[config.mk]
export PLATFORM = sky130hd
export DESIGN_NAME = ram_port_arbiter
export DESIGN_NICKNAME = d
export VERILOG_FILES = /design/src/rtl/ram_port_arbiter.sv
export SDC_FILE = /design/constraint.sdc
export NUM_CORES = 1
export LEC_CHECK = 0
export BUFFER_PORTS_ARGS = -buffer_cell sky130_fd_sc_hd__buf_2
export CAP_MARGIN = 20
export CORE_MARGIN = 2
export CORE_UTILIZATION = 46
export CTS_CLUSTER_SIZE = 14
export DETAILED_ROUTE_END_ITERATION = 6
export PLACE_DENSITY = 0.84
export SKIP_LAST_GASP = 1
export SLEW_MARGIN = 10
export SYNTH_ARGS = -nofsm -noshare
export SYNTH_HDL_FRONTEND = slang
export SYNTH_SLANG_ARGS = --single-unit
[constraint.sdc]
create_clock -name clk -period 5.35 [get_ports clk]
set_input_delay 1.07 -clock clk [delete_from_list [all_inputs] [get_ports clk]]
set_output_delay 1.07 -clock clk [all_outputs]
set_load 0.01 [all_outputs]
[src/rtl/ram_port_arbiter.sv]
// Round-robin arbiter sharing one single-port RAM between a CPU port (0) and a
// loader/IO port (1), with bounded bursts and registered read-data return.
module ram_port_arbiter #(
  parameter int AW        = 8,
  parameter int DW        = 16,
  parameter int MAX_BURST = 4
) (
  input  logic          clk,
  input  logic          rst,
  input  logic          req0,
  input  logic          we0,
  input  logic [AW-1:0] addr0,
  input  logic [DW-1:0] wd0,
  output logic          gnt0,
  output logic          rvalid0,
  output logic [DW-1:0] rd0,
  input  logic          req1,
  input  logic          we1,
  input  logic [AW-1:0] addr1,
  input  logic [DW-1:0] wd1,
  output logic          gnt1,
  output logic          rvalid1,
  output logic [DW-1:0] rd1,
  output logic          MemRW,
  output logic [AW-1:0] MemAddr,
  output logic [DW-1:0] MemD,
  input  logic [DW-1:0] MemQ,
  output logic          busy
);

  typedef enum logic [1:0] {IDLE, OWN0, OWN1} state_t;

  localparam logic [7:0] CNT_LAST = 8'(MAX_BURST - 1);

  state_t     state;
  logic       last;
  logic [7:0] cnt;

  logic   own_id;
  logic   own_req;
  logic   oth_req;
  state_t oth_state;

  // Grants are Mealy so an owner's access happens in the same cycle it asks.
  assign gnt0 = (state == OWN0) & req0;
  assign gnt1 = (state == OWN1) & req1;
  assign busy = (state != IDLE);

  always_comb begin
    // NOTE: every output gets a default first so no path leaves it unassigned (no latch).
    MemRW     = 1'b0;
    MemAddr   = '0;
    MemD      = '0;
    own_id    = (state == OWN1);
    own_req   = own_id ? req1 : req0;
    oth_req   = own_id ? req0 : req1;
    oth_state = own_id ? OWN0 : OWN1;
    if (gnt0) begin
      MemRW   = we0;
      MemAddr = addr0;
      MemD    = wd0;
    end else if (gnt1) begin
      MemRW   = we1;
      MemAddr = addr1;
      MemD    = wd1;
    end
  end

  always_ff @(posedge clk or negedge rst) begin
    if (!rst) begin
      state   <= IDLE;
      last    <= 1'b1;
      cnt     <= '0;
      rvalid0 <= 1'b0;
      rvalid1 <= 1'b0;
      rd0     <= '0;
      rd1     <= '0;
    end else begin
      rvalid0 <= gnt0 & ~we0;
      rvalid1 <= gnt1 & ~we1;
      if (gnt0 & ~we0) rd0 <= MemQ;
      if (gnt1 & ~we1) rd1 <= MemQ;

      case (state)
        IDLE: begin
          if (req0 & req1)  state <= last ? OWN0 : OWN1;
          else if (req0)    state <= OWN0;
          else if (req1)    state <= OWN1;
        end
        OWN0, OWN1: begin
          if (!own_req) begin
            last  <= own_id;
            cnt   <= '0;
            state <= oth_req ? oth_state : IDLE;
          end else if (cnt == CNT_LAST) begin
            // Burst limit: yield only if the other port is waiting.
            cnt <= '0;
            if (oth_req) begin
              state <= oth_state;
              last  <= own_id;
            end
          end else begin
            cnt <= cnt + 8'd1;
          end
        end
        default: state <= IDLE;
      endcase
    end
  end

endmodule
# Word level (Yosys, flattened, before mapping)
# Index checks and enable logic that the tools add are counted.
# word_totals
regBits	45
out_inout_bits	62
# op_classes
n_eq_ne	8
reduce_logical	5
n_addsub	1
bitwise	7
mux	23
# op_table
operator	count
$mux 16	2
$mux 8	4
$mux 2	9
$add 8x1->8 const B	1
$eq 8x2->1 const B	1
$mux 1	7
$ne 3x3->1 const B	2
$reduce_and 3->1	2
$and 1x1->1	5
$ne 2x1->1 const B	2
$ne 4x4->1 const B	1
$pmux 2 s2	1
$eq 2x1->1 const B	1
$eq 2x2->1 const B	1
$logic_not 2->1	1
$not 1->1	2
$reduce_bool 2->1	1
$reduce_or 2->1	1

# Longest topological paths before layout
# Gate-level depths: netlist of the first run.
# logic_depth
depth_word	6
depth_mapped	9

# Worst setup path after synthesis of the first run
# No wires, ideal clock.
# synth_timing
path_type	input port to output port
start	input port req0
end	output port MemAddr[2]
slack_ps	1937
t_arrival_ps	2343
cell_stages	6
required_time_ps	4280
path_cell_list	buf_2 -> and2_1 -> clkbuf_1 -> nor2_1 -> clkbuf_1 -> a22o_1
# synth_via
elab_chain_len	2
# synth_rtl
item	line_no	text
start: declaration	10	input logic req0,
$and 1x1->1	45	assign gnt0 = (state == OWN0) & req0;
$mux 8	58	if (gnt0) begin
end: declaration	25	output logic [AW-1:0] MemAddr,
# Every way passes these cells.

# Final worst setup path of the first run
# layout_timing
start	input port req0
end	output port MemD[8]
# layout_via
elab_chain_len	2
# layout_rtl
item	line_no	text
$and 1x1->1	45	
$mux 16	58	
end: declaration	26	output logic [DW-1:0] MemD,
# Every way passes these cells.

==> summary by stage, run 1 <==
Setup path
Traced cell by cell, the critical path runs through buf_2 > and2_1 > buf_4 > nor2_1 > buf_4 > a22o_1 > buf_2. For this design, the slowest cell found on the critical path is and2_1. The setup slack of the worst register-to-register path is 2.84 ns. The cell family contributing the most delay on the critical path is buffers and inverters.

STA classifies the critical path endpoint as a primary output. The worst setup path is of the input port to primary output kind. STA classifies the critical path startpoint as an input port. The required time at the endpoint of the critical path is 4.28 ns. The number of buffer and inverter instances along the worst setup path is 4. In this run the worst path has a maximum fanout of 25. On the worst path, the slowest cell contributes a delay of 0.48 ns. The arrival time of the worst setup path is 2.62 ns.

Floorplan
The chip height is 74.4 um. The floorplan step defined a die boundary enclosing 5540 um2. The initial standard-cell utilization of the core is 48.0%. Row generation in the floorplan step produced 25 rows. Pin placement for this block handled 132 I/O pins. The total area inside the core boundary comes to 4750 um2. The floorplan step set the die width to 74.4 um.

Clock tree
The clock tree from TritonCTS is done. The hold-fix buffer count after cts is 0. Clock tree synthesis selected as its root buffer the cell clkbuf_8. The maximum count of clock buffers along a single path is 2. The deepest level of the CTS H-tree is 2. The worst-skew pair later-pin latency is 0.29 ns. The CTS clock-pin slew for the worst setup and hold paths is 0.08 ns. Post-CTS repair changed the size of 0 cells. After clock tree synthesis, the setup repair step added 0 buffers. The clock buffer count from CTS is 5. The tree built by TritonCTS fans out to 45 sinks.

Global routing
The initial antenna violation count is 0. The overall track demand over capacity in global routing is 22.1%. The overall overflow remaining after global route is 0.

The via count of the first global-routing pass is 1998. The wire length of the first global-routing pass is 9200 um. Entering global routing, the biggest net connects 46 pins.

Timing
The transition time at the pin with the least slew margin is 0.904 ns. The fraction of the cycle the final worst path needs is 68.9%. The worst hold-check slack is 0.479 ns.

Setup violations remaining at the end of the flow were counted as 0. The count of final max-slew check failures was 0. The maximum clock skew at final layout is 0.00767 ns. Measured against its own limit, the worst slew margin works out to 39.7%.

The setup TNS is 0 ns. The final critical delay including setup and external delays is 3.69 ns. The maximum clock frequency is 0.271 GHz.

The number of failing hold endpoints at the final stage is 0. Setup repair after global routing left no endpoint under its margin.

Synth
The sequential-to-total area share from yosys stat is 49.4%. The top-area cell type share of the netlist area is 48.3%. Ranked by total cell area, the synthesized netlist is headed by dfrtp_1 (48%), mux2_2 (9.9%), a22o_1 (9.6%). The number of nets in the synthesized netlist is 297.

Counting flops and latches in the post-synthesis netlist gives 45. The total number of yosys warnings is 0. The async set-or-reset flop fraction in the synthesized netlist is 100%. For this run, the leading register cell type out of synthesis is dfrtp_1.

The count of unique library cells instantiated by Yosys is 37. Counting flops with a built-in enable in the synthesized netlist gives 0. After synthesis, the most frequently instantiated cells are nand2_1 (57), dfrtp_1 (44), a22o_1 (25). The summed instance area of the synthesized netlist is 2280 um2. Averaged over all synthesized cells, the footprint is 10.3 um2. The cell taking the most area after synthesis is dfrtp_1. In the post-synthesis netlist, the cell with the most instances is nand2_1. The post-synthesis cell count is 221.

Cells and area
The sequential standard cell area is 1130 um2. The net total in the final layout is 425. The number of antenna cells inserted is 0.

The multi-input logic area is 1070 um2. The number of inserted filler cells in the final layout is 421. The share of cells above drive strength 1 is 47.7%. From synthesis to final layout, the design area changed by 36.6%.

Placement
The post-detailed-placement half-perimeter wirelength is 4690 um. The final weighted congestion in routability-driven placement is 0.782. The count of input and output buffers is 131.

Power and ir drop
The static leakage is 1.74 nW. For this design the ratio of total power to cell area is 490 nW/um2. Across the VDD grid, the largest voltage drop is 0.272 mV.

Flow run
Across the run, the number of max-cap violations was 0.

Routing
The detailed router finished its first iteration with 76 violations. The routed layout has 2147 vias. Dividing the detail-routed via count by the number of cells gives 5.15.

The first detailed-routing pass ran for 4 iterations. The number of antenna-violating nets in the routed design is 0. For this run, design rule violations remaining after detail routing come to 0. Dividing the detail-routed wire length by the instance count gives 15.0 um. The final layout contains routed wiring with a total length of 6270 um.

Run status
The run finished with clean final reports.

Min path
The class of the tightest hold or removal check is flip-flop to flip-flop.
sequential cells by signal (all words and copies together) (netlist names):
signal,cells
cnt,8
last,1
rd0,16
rd1,16
rvalid0,1
rvalid1,1
state,2
worst register-to-register path, cell delays in order (launching register included):
cell and delay, ns:
dfrtp_1 0.43, inv_1 0.09, ha_1 0.14, and2_1 0.46
buf_4 0.29, nand2b_1 0.50, mux2_2 0.49
routing by layer:
| layer | track usage [%] | share of wire, % |
|---|---|---|
| met4 | 7.54 | 2.2 |
| met2 | 42.3 | 54 |
| met3 | 5.83 | 8.1 |
| met5 | 0 | 0 |
| met1 | 23.1 | 36 |
worst paths after layout:
| check | start | end | depth (start not counted) |
|---|---|---|---|
| worst max-delay path | req0 | MemD[8] | 7 |
| worst min-delay path | rd1[3]$_DFFE_PN0P_ | rd1[3]$_DFFE_PN0P_ | 2 |
| worst max register to register | state[1]$_DFFE_PN0P_ | rd0[14]$_DFFE_PN0P_ | 6 |
| worst min register to register | rd1[3]$_DFFE_PN0P_ | rd1[3]$_DFFE_PN0P_ | 2 |
| max in group asynchronous | rst | last$_DFFE_PN1P_ | 2 |
| min in group asynchronous | rst | rd0[1]$_DFFE_PN0P_ | 1 |
through the flow:
stage	utilization, %	instance area (um2)	setup slack, ns	total power, mW	instances
2_1_floorplan	-	2280	1.94	1.00	221
3_3_place_gp	62.8	2980	1.75	1.25	408
3_5_place_dp	62.8	2980	1.69	1.28	408
4_1_cts	65.1	3100	1.70	1.54	416
5_1_grt	65.5	3120	1.59	1.64	417
6_report	65.5	3120	1.66	1.53	417
report_power, final:
part	total (mW)	leakage (nW)	switching [mW]	internal [mW]
Sequential	0.558	0.567	0.0784	0.480
Combinational	0.715	1.12	0.381	0.334
Clock	0.254	0.0554	0.114	0.140
Total	1.53	1.74	0.573	0.954
cell type report:
class / instances / share of cell area, %
well taps: 67 / 2.69
clock buffers: 6 / 2.33
flip-flops and latches: 45 / 36.2
inverters: 8 / 0.964
multi-input cells: 155 / 34.4
clock inverters: 2 / 1.24
repair buffers: 134 / 22.2
cell usage in the layout (no fill, tap or decap), types with 2 or more instances in the layout:
cell      count
buf_2       131
nand2_1      57
dfrtp_1      44
a22o_1       25
mux2_2       20
inv_1         7
a21oi_1       6
ha_1          6
nor2_1        5
clkbuf_8      5
o21ai_0       4
nor2b_1       3
xnor2_1       3
and2_1        2
nand2b_1      2
a21o_1        2
nand4_1       2
o31ai_1       2
buf_4         2
cells by family after synthesis:
family,count (synthesis),synth area share [%]
mux,21,10.3
fa+ha+maj,6,3.29
xor+xnor,4,1.54
flops,45,49.4
compound gates,46,16.6
simple gates,78,15.2
buf+inv,21,3.57
Power figures use the tool's default switching activity.
==> inputs of run 2 (changes only) <==
Settings changed: ABC_AREA set to 1, CORE_UTILIZATION 46 to 40, PLACE_DENSITY 0.84 to 0.76.
Clock period 5.35 ns to 3.2 ns, I/O delays scaled along.
==> summary by stage, run 2 <==
Run status
Run status: finished clean (unchanged).

Global routing
The pin count of the biggest net entering global routing came to 46 (unchanged). The wire length of the first global-routing pass came to 9570 um (was 9200 um). The initial antenna violation count is 0 (unchanged). The overall track demand over capacity in global routing is 18.9% (was 22.1%).

The overall overflow remaining after global route was 0 (unchanged). The via count of the first global-routing pass is 2198 (was 1998).

Setup path
The origin of the worst setup path is state[0]$_DFFE_PN0P_ (was req0). The setup slack of the worst register-to-register path is 1.40 ns (was 2.84 ns). The required time at the endpoint of the critical path was 2.56 ns (was 4.28 ns). The arrival time of the worst setup path was 1.94 ns (was 2.62 ns).

The launching element type of the critical path is a flip-flop (was input port). The launching point of the worst reg2reg path is state[0]$_DFFE_PN0P_ (was state[1]$_DFFE_PN0P_). The capturing instance or port of the critical path is MemRW (was MemD[8]). The type of the setup path with the least slack is flip-flop to primary output (was input port to primary output). The endpoint kind of the worst setup timing path is a primary output (unchanged).

The logic depth of the worst register-to-register path came to 10 (was 6). The destination of the worst register-to-register timing path is state[0]$_DFFE_PN0P_ (was rd0[14]$_DFFE_PN0P_). The worst-path maximum fanout is 27 (was 25).

Synth
The synthesized flop and latch total is 45 (unchanged). The async set-or-reset flop fraction in the synthesized netlist is 100% (unchanged). The number of nets in the synthesized netlist was 385 (was 297). The most repeated cell in the gate-level netlist after synthesis is nand2_1 (unchanged). The total number of yosys warnings is 0 (unchanged). Most used standard cells in the synthesized netlist: nand2_1 (109), dfrtp_1 (44), o21ai_1 (33) (was nand2_1 (57), dfrtp_1 (44), a22o_1 (25)). The sequential-to-total area share from yosys stat is 48.1% (was 49.4%). Main area contributors after synthesis: dfrtp_1 (47%), nand2_1 (17%), o21ai_1 (7.0%) (was dfrtp_1 (48%), mux2_2 (9.9%), a22o_1 (9.6%)). The summed instance area of the synthesized netlist is 2340 um2 (was 2280 um2). The cell taking the most area after synthesis is dfrtp_1 (unchanged). The most frequently used flop master after synthesis is dfrtp_1 (unchanged). The count of unique library cells instantiated by Yosys is 24 (was 37). The mean instance size in the synthesized netlist was 7.59 um2 (was 10.3 um2). The number of synthesized flops with an enable pin is 0 (unchanged). The top-area cell type share of the netlist area is 47.0% (was 48.3%). The post-synthesis cell count is 309 (was 221).

Cells and area
The number of inserted filler cells in the final layout is 540 (was 421). The net total in the final layout is 512 (was 425). Top library cells by usage in the layout, fill and taps aside: buf_2 (131), nand2_1 (109), dfrtp_1 (44) (was buf_2 (131), nand2_1 (57), dfrtp_1 (44)). The share of cells above drive strength 1 came to 35.5% (was 47.7%). The number of antenna cells inserted was 0 (unchanged). The relative area change from synthesis to final layout was 34.9% (was 36.6%). Largest registers: rd0 x16, rd1 x16, cnt x8 (unchanged). The most common cell after layout, fill and taps aside is buf_2 (unchanged).

Timing
The number of failing hold endpoints at the final stage is 0 (unchanged). The transition time at the pin with the least slew margin is 0.578 ns (was 0.904 ns). Unrepaired setup endpoints after global routing: no (unchanged). The maximum clock skew at final layout came to 0.0107 ns (was 0.00767 ns). The setup TNS is 0 ns (unchanged). The final setup violation count came to 0 (unchanged). Based on the critical path, the design can be clocked at up to 0.387 GHz. The fraction of the cycle the final worst path needs is 80.8%.

After layout, the minimum clock period comes to 2.58 ns. The count of final max-slew check failures is 0 (unchanged). The worst relative slew slack is 61.5% (was 39.7%).

Clock tree
The hold-fix buffer count after cts came to 0 (unchanged). The CTS sink count was 45 (unchanged). The worst-skew pair later-pin latency was 0.31 ns (was 0.29 ns). The clock buffer count from CTS is 5 (unchanged).

The number of buffers added for setup after CTS was 0 (unchanged). The deepest level of the CTS H-tree is 2 (unchanged). The maximum count of clock buffers along a single path is 2 (unchanged). The cell at the root of the clock tree is clkbuf_8 (unchanged). The CTS clock-pin slew for the worst setup and hold paths is 0.10 ns (was 0.08 ns). The number of resized instances in the post-cts repair step is 0 (unchanged). The clock tree from TritonCTS is done (unchanged).

Routing
The vias after detailed routing was 2364 (was 2147). The number of DRC violations after detailed-routing iteration 0 is 107 (was 76). The post-route DRC violation count came to 0 (unchanged). The count of TritonRoute iterations in the first routing pass came to 5 (was 4). The detail-routed via count per cell is 4.64 (was 5.15). The total wire length after detailed routing came to 6080 um (was 6270 um). The number of antenna-violating nets in the routed design came to 0 (unchanged). The final routed wire length divided by cell count was 11.9 um (was 15.0 um).

Placement
The count of input and output buffers was 131 (unchanged). The post-detailed-placement half-perimeter wirelength was 4610 um (was 4690 um). The final weighted congestion in routability-driven placement is 0.795 (was 0.782).

Power and ir drop
The net switching power figure is 1.03 mW (was 0.573 mW). The power consumption was 2.45 mW (was 1.53 mW). The fraction of power consumed by sequential logic is 37.9% (was 36.6%). The switching share of total power came to 41.8% (was 37.5%).

The cell internal power dissipation was 1.43 mW (was 0.954 mW). The share of total power in the clock network was 15.6% (was 16.6%). The static leakage is 1.91 nW (was 1.74 nW). The fraction of power consumed by combinational cells is 46.5% (was 46.8%). The worst supply voltage drop on vdd was 0.502 mV (was 0.272 mV).

The power density relative to cell area is 776 nW/um2 (was 490 nW/um2).

Floorplan
The core outline area is 5570 um2 (was 4750 um2). The width of the chip came to 80.6 um (was 74.4 um). The number of placement rows is 27 (was 25).

The chip height was 80.6 um (was 74.4 um). The full die area was 6490 um2 (was 5540 um2). The total I/O pin count is 132 (unchanged). The initial standard-cell utilization of the core is 42.1% (was 48.0%).

Min path
The class of the tightest hold or removal check is input port to asynchronous set/reset pin (was flip-flop to flip-flop).

Flow run
The number of max-capacitance violations reported is 0 (unchanged).
==> run 2: changes by cell type in the layout (fill, tap and decap cells not counted), sizes merged, moves of 3 or more <==
cell   delta
a21oi     -4
a22o     -25
inv      +30
mux2     -20
nand2    +54
nand3    +33
nor2     +10
nor2b     -3
o21ai    +35
xnor2     -3
==> run 2: final cells by class <==
class	count	area [um2]	area share, %
repair buffers	133	691	21.8
multi-input cells	215	1020	32.2
clock buffers	6	82.6	2.61
well taps	72	90.1	2.85
inverters	36	135	4.27
clock inverters	2	17.5	0.554
flip-flops and latches	45	1130	35.6
==> run 2: critical path, stage by stage (launching register included) <==
cell	delay, ns
dfrtp_1	0.42
inv_1	0.12
ha_1	0.27
nand2_2	0.12
inv_2	0.32
nand2_1	0.10
a21oi_1	0.14
buf_2	0.15
==> run 2: stage by stage <==
step | setup WS [ns] | std cells | util, % | cell area, um2 | hold slack [ns]
floorplan | 1.22 | 309 | - | 2340 | 0.344
global placement | 0.895 | 500 | 54.5 | 3040 | 0.456
detailed placement | 0.872 | 500 | 54.5 | 3040 | 0.460
CTS | 0.599 | 508 | 56.3 | 3140 | 0.472
global route | 0.440 | 509 | 56.7 | 3160 | 0.338
finish | 0.616 | 509 | 56.7 | 3160 | 0.320
==> run 2: metal layers <==
layer / share of wire, % / up-vias / GRT usage [%]
met2: 51 / 88 / 36.8
met1: 40 / 1041 / 20.3
li1: - / 1226 / -
met3: 7.4 / 9 / 4.27
met5: 0 / - / 0
met4: 1.5 / 0 / 4.75
==> run 2: kinds of logic (layout without fill, tap and decap cells) <==
| kind of cell | Yosys count | after routing | share of synthesized area [%] |
|---|---|---|---|
| AND/OR/NAND/NOR | 164 | 164 | 29.7 |
| buffers and inverters | 49 | 177 | 8.43 |
| flip-flops | 45 | 45 | 48.1 |
| AO/OA/AOI/OAI | 41 | 41 | 9.07 |
| adder cells (fa/ha/maj) | 6 | 6 | 3.20 |
| XOR/XNOR | 3 | 3 | 1.12 |
| multiplexers | 1 | 1 | 0.427 |
==> run 2: how the worst min path moves through the flow <==
stage                                 from             endpoint  slack, ns
final                                  rst   rd0[7]$_DFFE_PN0P_       0.32
after global routing                   rst  rd0[15]$_DFFE_PN0P_       0.34
after CTS                 last$_DFFE_PN1P_     last$_DFFE_PN1P_       0.47
after detailed placement  last$_DFFE_PN1P_     last$_DFFE_PN1P_       0.46
after global placement    last$_DFFE_PN1P_     last$_DFFE_PN1P_       0.46
after floorplan                        rst   cnt[0]$_DFFE_PN0N_       0.34
==> run 2: power by group through the flow <==
stage	Combinational, mW	Clock, mW	Sequential, mW
2_1_floorplan	0.600	0	1.03
3_3_place_gp	1.12	0	0.932
3_5_place_dp	1.15	0	0.941
4_1_cts	1.15	0.389	0.931
5_1_grt	1.28	0.421	0.960
6_report	1.14	0.383	0.930
==> inputs of run 3 (changes only) <==
Clock period 3.2 ns to 2.2 ns, I/O delays scaled along.
==> summary by stage, run 3 (synthesis results as in run 2) <==
Global routing
The initial antenna violation count was 0 (unchanged). The overall track demand over capacity in global routing is 19.7% (was 18.9%). The via count of the first global-routing pass is 2223 (was 2198). The pin count of the biggest net entering global routing is 33 (was 46). The wire length of the first global-routing pass was 9840 um (was 9570 um).

The overall overflow remaining after global route is 0 (unchanged).

Cells and area
The design area came to 3270 um2 (was 3160 um2). Top library cells by usage in the layout, fill and taps aside: buf_2 (131), nand2_1 (109), dfrtp_1 (42) (was buf_2 (131), nand2_1 (109), dfrtp_1 (44)). The number of inserted filler cells in the final layout is 521 (was 540). The relative area change from synthesis to final layout was 39.5% (was 34.9%). The most common cell after layout, fill and taps aside is buf_2 (unchanged). The net total in the final layout is 517 (was 512).

The number of antenna cells inserted is 0 (unchanged). The share of cells above drive strength 1 is 37.3% (was 35.5%). Largest registers: rd0 x16, rd1 x16, cnt x8 (unchanged).

Setup path
The logic depth of the worst register-to-register path is 7 (was 10). The endpoint kind of the worst setup timing path is a primary output (unchanged). The worst-path maximum fanout is 25 (was 27). The critical path's largest stage delay is 0.45 ns (was 0.42 ns). The number of cells on the critical path is 8 (was 7). The type of the setup path with the least slack is flip-flop to primary output (unchanged). Cell chain of the critical path: inv_4 > ha_4 > nand2_2 > inv_2 > buf_12 > nand3_1 > nand2_1 > buf_2 (was inv_1 > ha_1 > nand2_2 > inv_2 > nand2_1 > a21oi_1 > buf_2).

The number of buffer and inverter instances along the worst setup path is 4 (was 3). The launching point of the worst reg2reg path is state[1]$_DFFE_PN0P_ (was state[0]$_DFFE_PN0P_). The arrival time of the worst setup path is 1.62 ns (was 1.94 ns). The origin of the worst setup path is state[0]$_DFFE_PN0P_ (unchanged). The setup slack of the worst register-to-register path is 0.47 ns (was 1.40 ns). The destination of the worst register-to-register timing path is last$_DFFE_PN1P_ (was state[0]$_DFFE_PN0P_). The slowest cell on the critical path is dfrtp_2 (was dfrtp_1). The capturing instance or port of the critical path is MemD[12] (was MemRW). The cell family contributing the most delay on the critical path is buffers and inverters (unchanged).

The required time at the endpoint of the critical path is 1.76 ns (was 2.56 ns). The launching element type of the critical path is a flip-flop (unchanged).

Run status
Run status: finished clean (unchanged).

Floorplan
The number of placement rows is 27 (unchanged). The chip height was 80.6 um (unchanged). The initial standard-cell utilization of the core came to 42.1% (unchanged). The total I/O pin count was 132 (unchanged).

The width of the chip is 80.6 um (unchanged). The full die area is 6490 um2 (unchanged). The core outline area is 5570 um2 (unchanged).

Routing
The detail-routed via count per cell is 4.71 (was 4.64). The number of antenna-violating nets in the routed design is 0 (unchanged). The final routed wire length divided by cell count is 12.2 um (was 11.9 um). The post-route DRC violation count is 0 (unchanged). The vias after detailed routing was 2420 (was 2364). The count of TritonRoute iterations in the first routing pass came to 4 (was 5). The number of DRC violations after detailed-routing iteration 0 is 94 (was 107).

The total wire length after detailed routing was 6290 um (was 6080 um).

Timing
Unrepaired setup endpoints after global routing: yes (was no). The worst relative slew slack is 64.8% (was 61.5%). The number of failing hold endpoints at the final stage is 0 (unchanged). The maximum clock frequency is 0.485 GHz.

The final critical delay including setup and external delays is 2.06 ns. The setup TNS was 0 ns (unchanged). The final setup violation count is 0 (unchanged). The transition time at the pin with the least slew margin is 0.528 ns (was 0.578 ns).

The fraction of the cycle the final worst path needs is 93.7%. The count of final max-slew check failures was 0 (unchanged). The maximum clock skew at final layout is 0.00658 ns (was 0.0107 ns).

Power and ir drop
The worst supply voltage drop on vdd came to 0.864 mV (was 0.502 mV). The power density relative to cell area was 1180 nW/um2 (was 776 nW/um2). The static leakage was 1.95 nW (was 1.91 nW).

Clock tree
The cell at the root of the clock tree is clkbuf_8 (unchanged). The CTS clock-pin slew for the worst setup and hold paths is 0.09 ns (was 0.10 ns). The clock tree from TritonCTS was done (unchanged). The CTS sink count is 45 (unchanged). The maximum count of clock buffers along a single path is 2 (unchanged).

The deepest level of the CTS H-tree is 2 (unchanged). The clock buffer count from CTS is 5 (unchanged). The worst-skew pair later-pin latency is 0.30 ns (was 0.31 ns).

Placement
The final weighted congestion in routability-driven placement was 0.845 (was 0.795). The post-place instance area came to 3080 um2 (was 3040 um2). The count of input and output buffers was 131 (unchanged). The post-detailed-placement half-perimeter wirelength is 4800 um (was 4610 um).

Flow run
The number of max-capacitance violations reported is 0 (unchanged).

Min path
The class of the tightest hold or removal check is input port to asynchronous set/reset pin (unchanged).
## run 3: power breakdown
group	leakage, nW	switching, mW	total, mW	internal (mW)
clock network	0.0687	0.289	0.747	0.457
logic	1.31	1.03	1.74	0.711
registers	0.572	0.199	1.37	1.17
## run 3: cell type report
cell class / instances / area (um2) / area share, %
repair buffers: 138 / 733 / 22.4
flip-flops and latches: 45 / 1130 / 34.5
clock inverters: 3 / 68.8 / 2.10
inverters: 36 / 140 / 4.28
well taps: 72 / 90.1 / 2.75
clock buffers: 5 / 68.8 / 2.10
multi-input cells: 215 / 1040 / 31.8
## run 3: layer usage
layer	GRT usage, %	routed length (um)	vias to the layer above
met5	0	0	-
met4	8.64	135	0
met3	4.72	472	10
met2	35.8	3270	88
met1	21.5	2410	1088
li1	-	-	1234
## run 3: worst min-delay path by stage
stage,from,endpoint,slack [ns],depth (start not counted)
2_1_floorplan,rst,cnt[0]$_DFFE_PN0N_,0.14,0
3_3_place_gp,rst,rd0[11]$_DFFE_PN0P_,0.44,1
3_5_place_dp,rst,rd0[11]$_DFFE_PN0P_,0.45,1
4_1_cts,rst,rd0[11]$_DFFE_PN0P_,0.12,1
5_1_grt,rst,rd0[11]$_DFFE_PN0P_,0.14,1
6_report,rst,rd0[11]$_DFFE_PN0P_,0.11,1
## run 3: timing repair
item / 4_1_cts / 5_1_grt
setup endpoints to repair: 26 / 25
gates resized for setup: 3 / 6
setup buffers: 0 / 4
pin swaps: 0 / 1
hold buffers: 0 / 0
## run 3: through the flow
step,utilization [%],instances,setup slack (ns),hold WS (ns),power [mW]
after floorplan,-,309,0.424,0.144,2.37
after global placement,55.2,502,0.288,0.439,3.01
after detailed placement,55.2,502,0.208,0.447,3.07
after CTS,57.8,510,0.00442,0.117,3.84
after global routing,58.7,514,0.000572,0.137,4.15
final,58.7,514,0.138,0.107,3.86
